[src/rtl/imem_loader_pkg.sv]
// Shared types and helpers for the instruction-memory debug loader.
// The shared checksum step is rotate-left-by-one, then XOR in the next word.
package imem_loader_pkg;

  localparam int DEF_ADDR_W = 12;
  localparam int DEPTH      = 1 << DEF_ADDR_W;

  typedef enum logic [2:0] {
    IDLE   = 3'd0,
    LOAD   = 3'd1,
    WDRAIN = 3'd2,
    VERIFY = 3'd3,
    RDRAIN = 3'd4,
    DONE   = 3'd5
  } state_e;

  function automatic logic [31:0] rotl1_xor(input logic [31:0] sum,
                                            input logic [31:0] word);
    rotl1_xor = {sum[30:0], sum[31]} ^ word;
  endfunction

endpackage

[src/rtl/imem_rotxor_checksum.sv]
// Running rotate-xor checksum register. clear_i wins over en_i and returns
// the sum to zero for the next load.
module imem_rotxor_checksum
  import imem_loader_pkg::*;
(
  input  logic        clk,
  input  logic        rst_n,
  input  logic        clear_i,
  input  logic        en_i,
  input  logic [31:0] word_i,
  output logic [31:0] sum_o
);

  logic [31:0] sum_q, sum_d;

  always_comb begin
    sum_d = sum_q;
    if (clear_i) begin
      sum_d = '0;
    end else if (en_i) begin
      sum_d = rotl1_xor(sum_q, word_i);
    end
  end

  always_ff @(posedge clk or negedge rst_n) begin
    if (!rst_n) begin
      sum_q <= '0;
    end else begin
      sum_q <= sum_d;
    end
  end

  assign sum_o = sum_q;

endmodule

[src/rtl/imem_debug_loader.sv]
// Streams an image into the instruction cache debug port while holding the CPU.
// Define IMEM_LOADER_READBACK_EN to read the image back and compare checksums.
module imem_debug_loader
  import imem_loader_pkg::*;
#(
  parameter int          ADDR_W    = DEF_ADDR_W,
  parameter logic [29:0] BASE_WORD = 30'd0
) (
  input  logic            clk,
  input  logic            rst_n,
  input  logic            start,
  input  logic [ADDR_W:0] word_count,
  input  logic            in_valid,
  input  logic [31:0]     in_data,
  output logic            in_ready,
  output logic            dbg_write_en,
  output logic [29:0]     dbg_addr,
  output logic [31:0]     dbg_wdata,
  input  logic [31:0]     dbg_rdata,
  output logic            cpu_hold,
  output logic            busy,
  output logic            done,
  output logic            error
);

  localparam logic [ADDR_W:0] ONE   = {{ADDR_W{1'b0}}, 1'b1};
  localparam logic [ADDR_W:0] MAX_N = {1'b1, {ADDR_W{1'b0}}};

  state_e          state_q, state_d;
  logic [ADDR_W:0] n_q, n_d;
  logic [ADDR_W:0] idx_q, idx_d;
  logic            wr_en_q, wr_en_d;
  logic [29:0]     addr_q, addr_d;
  logic [31:0]     wdata_q, wdata_d;
  logic            busy_q, busy_d;
  logic            done_q, done_d;
  logic            error_q, error_d;

  logic            handshake;
  logic            sum_clear;
  logic            wr_sum_en;
  logic [31:0]     wr_sum;

  // Stream handshake: a word transfers on a rising clk edge where in_valid and
  // in_ready are both high; in_ready depends only on state, never on in_valid.
  assign in_ready  = (state_q == LOAD);
  assign handshake = in_valid & in_ready;

  imem_rotxor_checksum u_wr_sum (
    .clk     (clk),
    .rst_n   (rst_n),
    .clear_i (sum_clear),
    .en_i    (wr_sum_en),
    .word_i  (in_data),
    .sum_o   (wr_sum)
  );

`ifdef IMEM_LOADER_READBACK_EN
  logic        rd_vld_q;
  logic [31:0] rd_sum;

  // Read address goes out registered, cache answers one cycle later, so the
  // data for a read issued in VERIFY lands one cycle after that VERIFY cycle.
  always_ff @(posedge clk or negedge rst_n) begin
    if (!rst_n) begin
      rd_vld_q <= 1'b0;
    end else begin
      rd_vld_q <= (state_q == VERIFY);
    end
  end

  imem_rotxor_checksum u_rd_sum (
    .clk     (clk),
    .rst_n   (rst_n),
    .clear_i (sum_clear),
    .en_i    (rd_vld_q),
    .word_i  (dbg_rdata),
    .sum_o   (rd_sum)
  );
`else
  logic unused_readback;
  assign unused_readback = ^{dbg_rdata, wr_sum};
`endif

  always_comb begin
    state_d   = state_q;
    n_d       = n_q;
    idx_d     = idx_q;
    wr_en_d   = 1'b0;
    addr_d    = addr_q;
    wdata_d   = wdata_q;
    error_d   = error_q;
    sum_clear = 1'b0;
    wr_sum_en = 1'b0;

    unique case (state_q)
      IDLE: begin
        if (start) begin
          n_d       = word_count;
          idx_d     = '0;
          error_d   = 1'b0;
          sum_clear = 1'b1;
          if (word_count == '0) begin
            state_d = DONE;
          end else if (word_count > MAX_N) begin
            error_d = 1'b1;
            state_d = DONE;
          end else begin
            state_d = LOAD;
          end
        end
      end

      LOAD: begin
        if (handshake) begin
          wr_en_d   = 1'b1;
          addr_d    = BASE_WORD + 30'(idx_q);
          wdata_d   = in_data;
          wr_sum_en = 1'b1;
          if (idx_q == n_q - ONE) begin
            state_d = WDRAIN;
          end else begin
            idx_d = idx_q + ONE;
          end
        end
      end

      WDRAIN: begin
`ifdef IMEM_LOADER_READBACK_EN
        // Pre-issue word 0 so each VERIFY cycle has its own read on the bus.
        idx_d   = '0;
        addr_d  = BASE_WORD;
        state_d = VERIFY;
`else
        state_d = DONE;
`endif
      end

      VERIFY: begin
`ifdef IMEM_LOADER_READBACK_EN
        if (idx_q == n_q - ONE) begin
          state_d = RDRAIN;
        end else begin
          idx_d  = idx_q + ONE;
          addr_d = BASE_WORD + 30'(idx_q + ONE);
        end
`else
        state_d = DONE;
`endif
      end

      RDRAIN: begin
`ifdef IMEM_LOADER_READBACK_EN
        error_d = error_q | (rotl1_xor(rd_sum, dbg_rdata) != wr_sum);
`endif
        state_d = DONE;
      end

      DONE: begin
        state_d = IDLE;
      end

      default: begin
        state_d = IDLE;
      end
    endcase

    // Hold stays up through the done pulse and drops the cycle after it.
    busy_d = (state_d != IDLE) | (state_q == DONE);
    done_d = (state_q == DONE);
  end

  always_ff @(posedge clk or negedge rst_n) begin
    if (!rst_n) begin
      state_q <= IDLE;
      n_q     <= '0;
      idx_q   <= '0;
      wr_en_q <= 1'b0;
      addr_q  <= '0;
      wdata_q <= '0;
      busy_q  <= 1'b0;
      done_q  <= 1'b0;
      error_q <= 1'b0;
    end else begin
      state_q <= state_d;
      n_q     <= n_d;
      idx_q   <= idx_d;
      wr_en_q <= wr_en_d;
      addr_q  <= addr_d;
      wdata_q <= wdata_d;
      busy_q  <= busy_d;
      done_q  <= done_d;
      error_q <= error_d;
    end
  end

  assign dbg_write_en = wr_en_q;
  assign dbg_addr     = addr_q;
  assign dbg_wdata    = wdata_q;
  assign cpu_hold     = busy_q;
  assign busy         = busy_q;
  assign done         = done_q;
  assign error        = error_q;

endmodule

[config.mk]
export PLATFORM = sky130hd
export DESIGN_NAME = imem_debug_loader
export DESIGN_NICKNAME = d
export VERILOG_FILES = /design/src/rtl/imem_loader_pkg.sv /design/src/rtl/imem_rotxor_checksum.sv /design/src/rtl/imem_debug_loader.sv
export SDC_FILE = /design/constraint.sdc
export NUM_CORES = 1
export LEC_CHECK = 0
export CORE_AREA = 2 2 95 97
export DETAILED_ROUTE_END_ITERATION = 16
export DIE_AREA = 0 0 97 99
export PLACE_DENSITY = 0.82
export SYNTH_ARGS = -nofsm -noshare
export SYNTH_HDL_FRONTEND = slang
export SYNTH_SLANG_ARGS = --single-unit
[constraint.sdc]
create_clock -name clk -period 3.5 [get_ports clk]
set_input_delay 0.525 -clock clk [delete_from_list [all_inputs] [get_ports clk]]
set_output_delay 0.525 -clock clk [all_outputs]
set_load 0.02 [all_outputs]
# [Yosys cells after proc, flatten, opt, wreduce, memory -nomap -nowiden]
# Cells that the tools add are included.
[op_classes] add_sub_neg=2 n_lt_le_gt_ge=1 n_eq_ne=9 mux=14 bitwise_logic=2 n_reduce_logical=8
[op_table] op="13-bit two-way mux" n=3
[op_table] op="13-bit one-hot mux with 2 select lines" n=1
[op_table] op="3-bit two-way mux" n=5
[op_table] op="13-bit by 1-bit adder with 13-bit output, second input constant" n=1
[op_table] op="13-bit == test" n=1
[op_table] op="13-bit > comparator, second input constant" n=1
[op_table] op="13-bit logical NOT" n=1
[op_table] op="13-bit by 1-bit subtractor with 13-bit output, second input constant" n=1
[op_table] op="3-bit one-hot mux with 3 select lines" n=1
[op_table] op="3-bit by 2-bit == test with 1-bit output, second input constant" n=2
[op_table] op="3-bit == test, second input constant" n=2
[op_table] op="1-bit two-way mux" n=4
[op_table] op="2-bit != test, second input constant" n=2
[op_table] op="2-bit AND reduction" n=2
[op_table] op="4-bit AND reduction" n=1
[op_table] op="3-bit by 1-bit == test with 1-bit output, second input constant" n=1
[op_table] op="3-bit logical NOT" n=1
[op_table] op="3-bit nonzero test" n=1
[op_table] op="3-bit OR reduction" n=1
[op_table] op="2-bit by 1-bit != test with 1-bit output, second input constant" n=1
[op_table] op="2-bit nonzero test" n=1
[op_table] op="1-bit bitwise AND" n=1
[op_table] op="1-bit bitwise OR" n=1
[totals] register_bits=78 in_bits=81 out_inout_bits=68 wordCells=45

# [Logic depth before layout (Yosys ltp)]
[logic_depth] ltp_word=7 ltp_mapped=10

# [Worst setup path after synthesis]
# Ideal clock, no wire load.
[synth_path] path_kind="register -> register" from="register n_q[0]" to="register idx_q[1]" arrival_time_ns=2.241 path_slack_ns=1.127 stages_incl_launch_ff=10 synth_period_minus_slack_ns=2.373 path_cell_list="dfrtp_1 -> inv_1 -> ha_1 -> nor2b_1 -> and3_1 -> a21oi_1 -> o31a_1 -> o41ai_4 -> mux2i_1 -> nor2_1"
[synth_via] elab_chain_len=4
[synth_lines] element="start: declaration" line_no="imem_debug_loader.sv:30" source="logic [ADDR_W:0] n_q, n_d;"
[synth_lines] element="start signal: assignment" line_no="imem_debug_loader.sv:186" source="n_q <= n_d;"
[synth_lines] element="13-bit by 1-bit subtractor with 13-bit output" line_no="imem_debug_loader.sv:120" source="if (idx_q == n_q - ONE) begin"
[synth_lines] element="13-bit == test" line_no="imem_debug_loader.sv:120"
[synth_lines] element="2-bit != test (no source line)"
[synth_lines] element="4-bit AND reduction (no source line)"
[synth_lines] element="end signal: assignment" line_no="imem_debug_loader.sv:187" source="idx_q <= idx_d;"
[synth_lines] element="end: declaration" line_no="imem_debug_loader.sv:31" source="logic [ADDR_W:0] idx_q, idx_d;"
# No other way between the ends.
# A chain may end at the register's enable or synchronous reset.

# [Final worst setup path]
[layout_path] from="register n_q[0]" to="register idx_q[11]"
# Same word-level chain as after synthesis.

==> metrics.yaml <==
placed_design:
  dp_hpwl_mm: 6.10
  place_ws_ps: 650
  portBuffers: 99
  gp_congestion: 0.809
  placement.cell_area_um2: 4810
layout:
  design_area_um2: 5000
  fin_nets: 606
  layout_commonest_cell: "nand2_1"
  synthToLayoutAreaGrowth_pct: 31.8
  antenna_cells: 0
  drive_gt1_share_pct: 7.01
  final_cell_mix: "nand2_1 (175), clkdlybuf4s50_1 (98), dfrtp_1 (78), conb_1 (17)"
power_and_ir_drop:
  p_comb_share_pct: 38.3
  internal-power_mw: 2.03
  leakage_nw: 2.34
  seqPwrFrac_pct: 41.2
  p_sw_share_pct: 38.9
  finalPower_mw: 3.32
  peakVddDrop_uv: 359
  p_switching_mw: 1.29
  power_density_nw_per_um2: 663
  p_clk_share_pct: 20.5
route:
  drc: 0
  via_per_inst: 4.97
  ant_nets: 0
  drt-initial-drc-count: 198
  routed_wl_mm: 8.62
  wl_per_cell_um: 13.6
  vias: 3158
  drtPass1Iterations: 4
timing:
  hold_violations: 0
  skew_ps: 7.44
  setup_ws_ps: 595
  rsz0062_at_grt: "no"
  min_period_ps: 2910
  relSlewSlack_pct: 36.2
  setup_tns_ps: 0
  finalSetupViolCount: 0
  achievable-frequency_ghz: 0.344
  finalMaxSlewViolations: 0
  fin_crit_sh_pct: 83.0
  hold_slack_ps: 316
  tightest_slew_ps: 957
worst_setup_path:
  crit_type: "reg -> reg"
  worst_setup_path_end_kind: "flop"
  worst_path_dominant_cell_family: "simple AND/OR/NAND/NOR gates"
  cp_slowest_cell: "nor4_4"
  start_kind: "flop"
  cpPeakStageDelay_ps: 760
  path_buf_inv: 1
  critical_path.cell_chain: "inv_1 -> ha_1 -> nor2b_1 -> and3_1 -> a21oi_1 -> o31a_1 -> nor4_4 -> o31ai_1 -> a21oi_1"
  path_common_cell: "a21oi_1"
  cp.required_ps: 3770
  worstPathArrival_ps: 3170
  critPathMaxFanout: 16
yosys:
  netlist_area_um2: 3790
  synth_cells: 429
  avgSynthCellArea_um2: 8.85
  ys_seq_elements: 78
  synth_warnings: 0
  yosysUniqueCellTypes: 57
  synth.yosys.seq_area_share_pct: 51.4
cts:
  clk-insertion-delay-late_ps: 350
  cts_made_buffers: 9
  cts_tree: "built"
  clock-root-buffer: "clkbuf_8"
  cts_resized: 0
  cts_buffer_depth: 2
  cts.clk_slew.worst_paths_ps: 80
  hold_buffers: 0
  cts.sink_count: 78
  htree_levels: 3
  cts_setup_buffers: 0
global_route:
  antenna_found_initial: 0
  grt_overflow: 0
  grt_use_total_pct: 18.4
  grt_pass1_wl_mm: 14.5
  grt_max_degree: 79
  first_global_vias: 3173
floorplan:
  chipHeight_um: 99
  io_pins: 149
  initial_core_util_pct: 44.4
  core_area_um2: 8550
  chipWidth_um: 97
  num_rows: 34
  die_area_um2: 9600
hold_path:
  hold_class: "in -> async"
status:
  status: "finished, final reports clean"
run:
  max_cap_viol_count: 0
==> sequential cells by signal, summed over array words and instances (netlist names) <==
signal	flops
state_q	3
dbg_write_en	1
dbg_addr	13
done	1
n_q	13
busy	1
dbg_wdata	32
error	1
idx_q	13
==> stage by stage <==
step / instances / util (%)
2_1_floorplan: 445 / -
3_3_place_gp: 620 / 56.2
3_5_place_dp: 620 / 56.2
4_1_cts: 636 / 58.5
5_1_grt: 636 / 58.5
6_report: 636 / 58.5
==> per-layer routing <==
metal  track usage [%]  up-vias  routed length [um]
li1                  -     1556                   -
met1              21.6     1504                3570
met2              32.6       85                4460
met3              5.11       13                 490
met4              6.39        0                 102
met5                 0        -                   0
==> power groups by stage <==
stage          logic [mW]  registers, mW  clock network (mW)
2_1_floorplan       0.725           1.45                   0
3_3_place_gp         1.22           1.36                   0
3_5_place_dp         1.27           1.38                   0
4_1_cts              1.28           1.37               0.697
5_1_grt              1.40           1.40               0.735
6_report             1.27           1.37               0.680
==> worst paths after layout <==
| path | start | endpoint | slack, ps | depth (start not counted) |
|---|---|---|---|---|
| hold reg to reg | error | error | 480 | 2 |
| min in group clk | error | error | 480 | 2 |
| setup / recovery | n_q[0] | idx_q[11] | 590 | 9 |
| setup reg to reg | n_q[0] | idx_q[11] | 590 | 9 |
| max in group asynchronous | rst_n | dbg_wdata[23] | 2560 | 1 |
| hold / removal | rst_n | n_q[10] | 320 | 1 |
==> cell type report <==
type | count | area [um^2]
fill | 746 | 3550
clock buffer | 11 | 141
tap | 108 | 135
inverter | 6 | 22.5
clock inverter | 5 | 56.3
timing repair buffer | 103 | 1020
multi-input combinational | 325 | 1680
sequential | 78 | 1950
==> cell families (layout without fill, tap and decap cells) <==
kind of cell    Yosys count  count (layout)  share of synthesized area [%]
compound gates           44              44                           8.01
xor+xnor                 17              17                           4.12
fa+ha+maj                 2               2                          0.659
buf+inv                  42             125                           6.17
flops                    78              78                           51.4
mux                       4               4                           1.06
other cells               1              17                         0.0988
simple gates            241             241                           28.5
==> worst reg2reg max path, stage by stage (launching register included) <==
cell     delay (ps)
dfrtp_1         420
inv_1            90
ha_1            310
nor2b_1         270
and3_1          180
a21oi_1          70
o31a_1          380
nor4_4          760
o31ai_1         180
a21oi_1         170
==> cells in the mapped netlist (all sizes together) <==
cell type,n,area [um^2]
nand2,176,661
dfrtp,78,1950
buf,21,155
clkbuf,15,56.3
nor2,14,55.1
o21ai,14,73.8
a21oi,13,65.1
nand3,10,50.1
or3,9,62.6
xnor2,9,78.8
xor2,8,77.6
inv,6,22.5
nor4,6,67.6
nor3,5,30.0
mux2i,4,40.0
nand4,4,25.0
and3,3,18.8
o31ai,3,27.5
a211oi,2,20.0
a21boi,2,15.0
a31o,2,17.5
and2,2,12.5
ha,2,25.0
o21a,2,15.0
or4,2,18.8
a2111oi,1,8.76
a221oi,1,8.76
a311oi,1,8.76
and3b,1,8.76
and4,1,8.76
and4b,1,10.0
conb,1,3.75
nand2b,1,6.26
nand3b,1,7.51
nor2b,1,6.26
nor3b,1,7.51
nor4b,1,8.76
o211ai,1,7.51
o31a,1,8.76
o41ai,1,27.5
or2,1,6.26
or3b,1,8.76
Note: power is estimated with default switching activity, not from simulation.
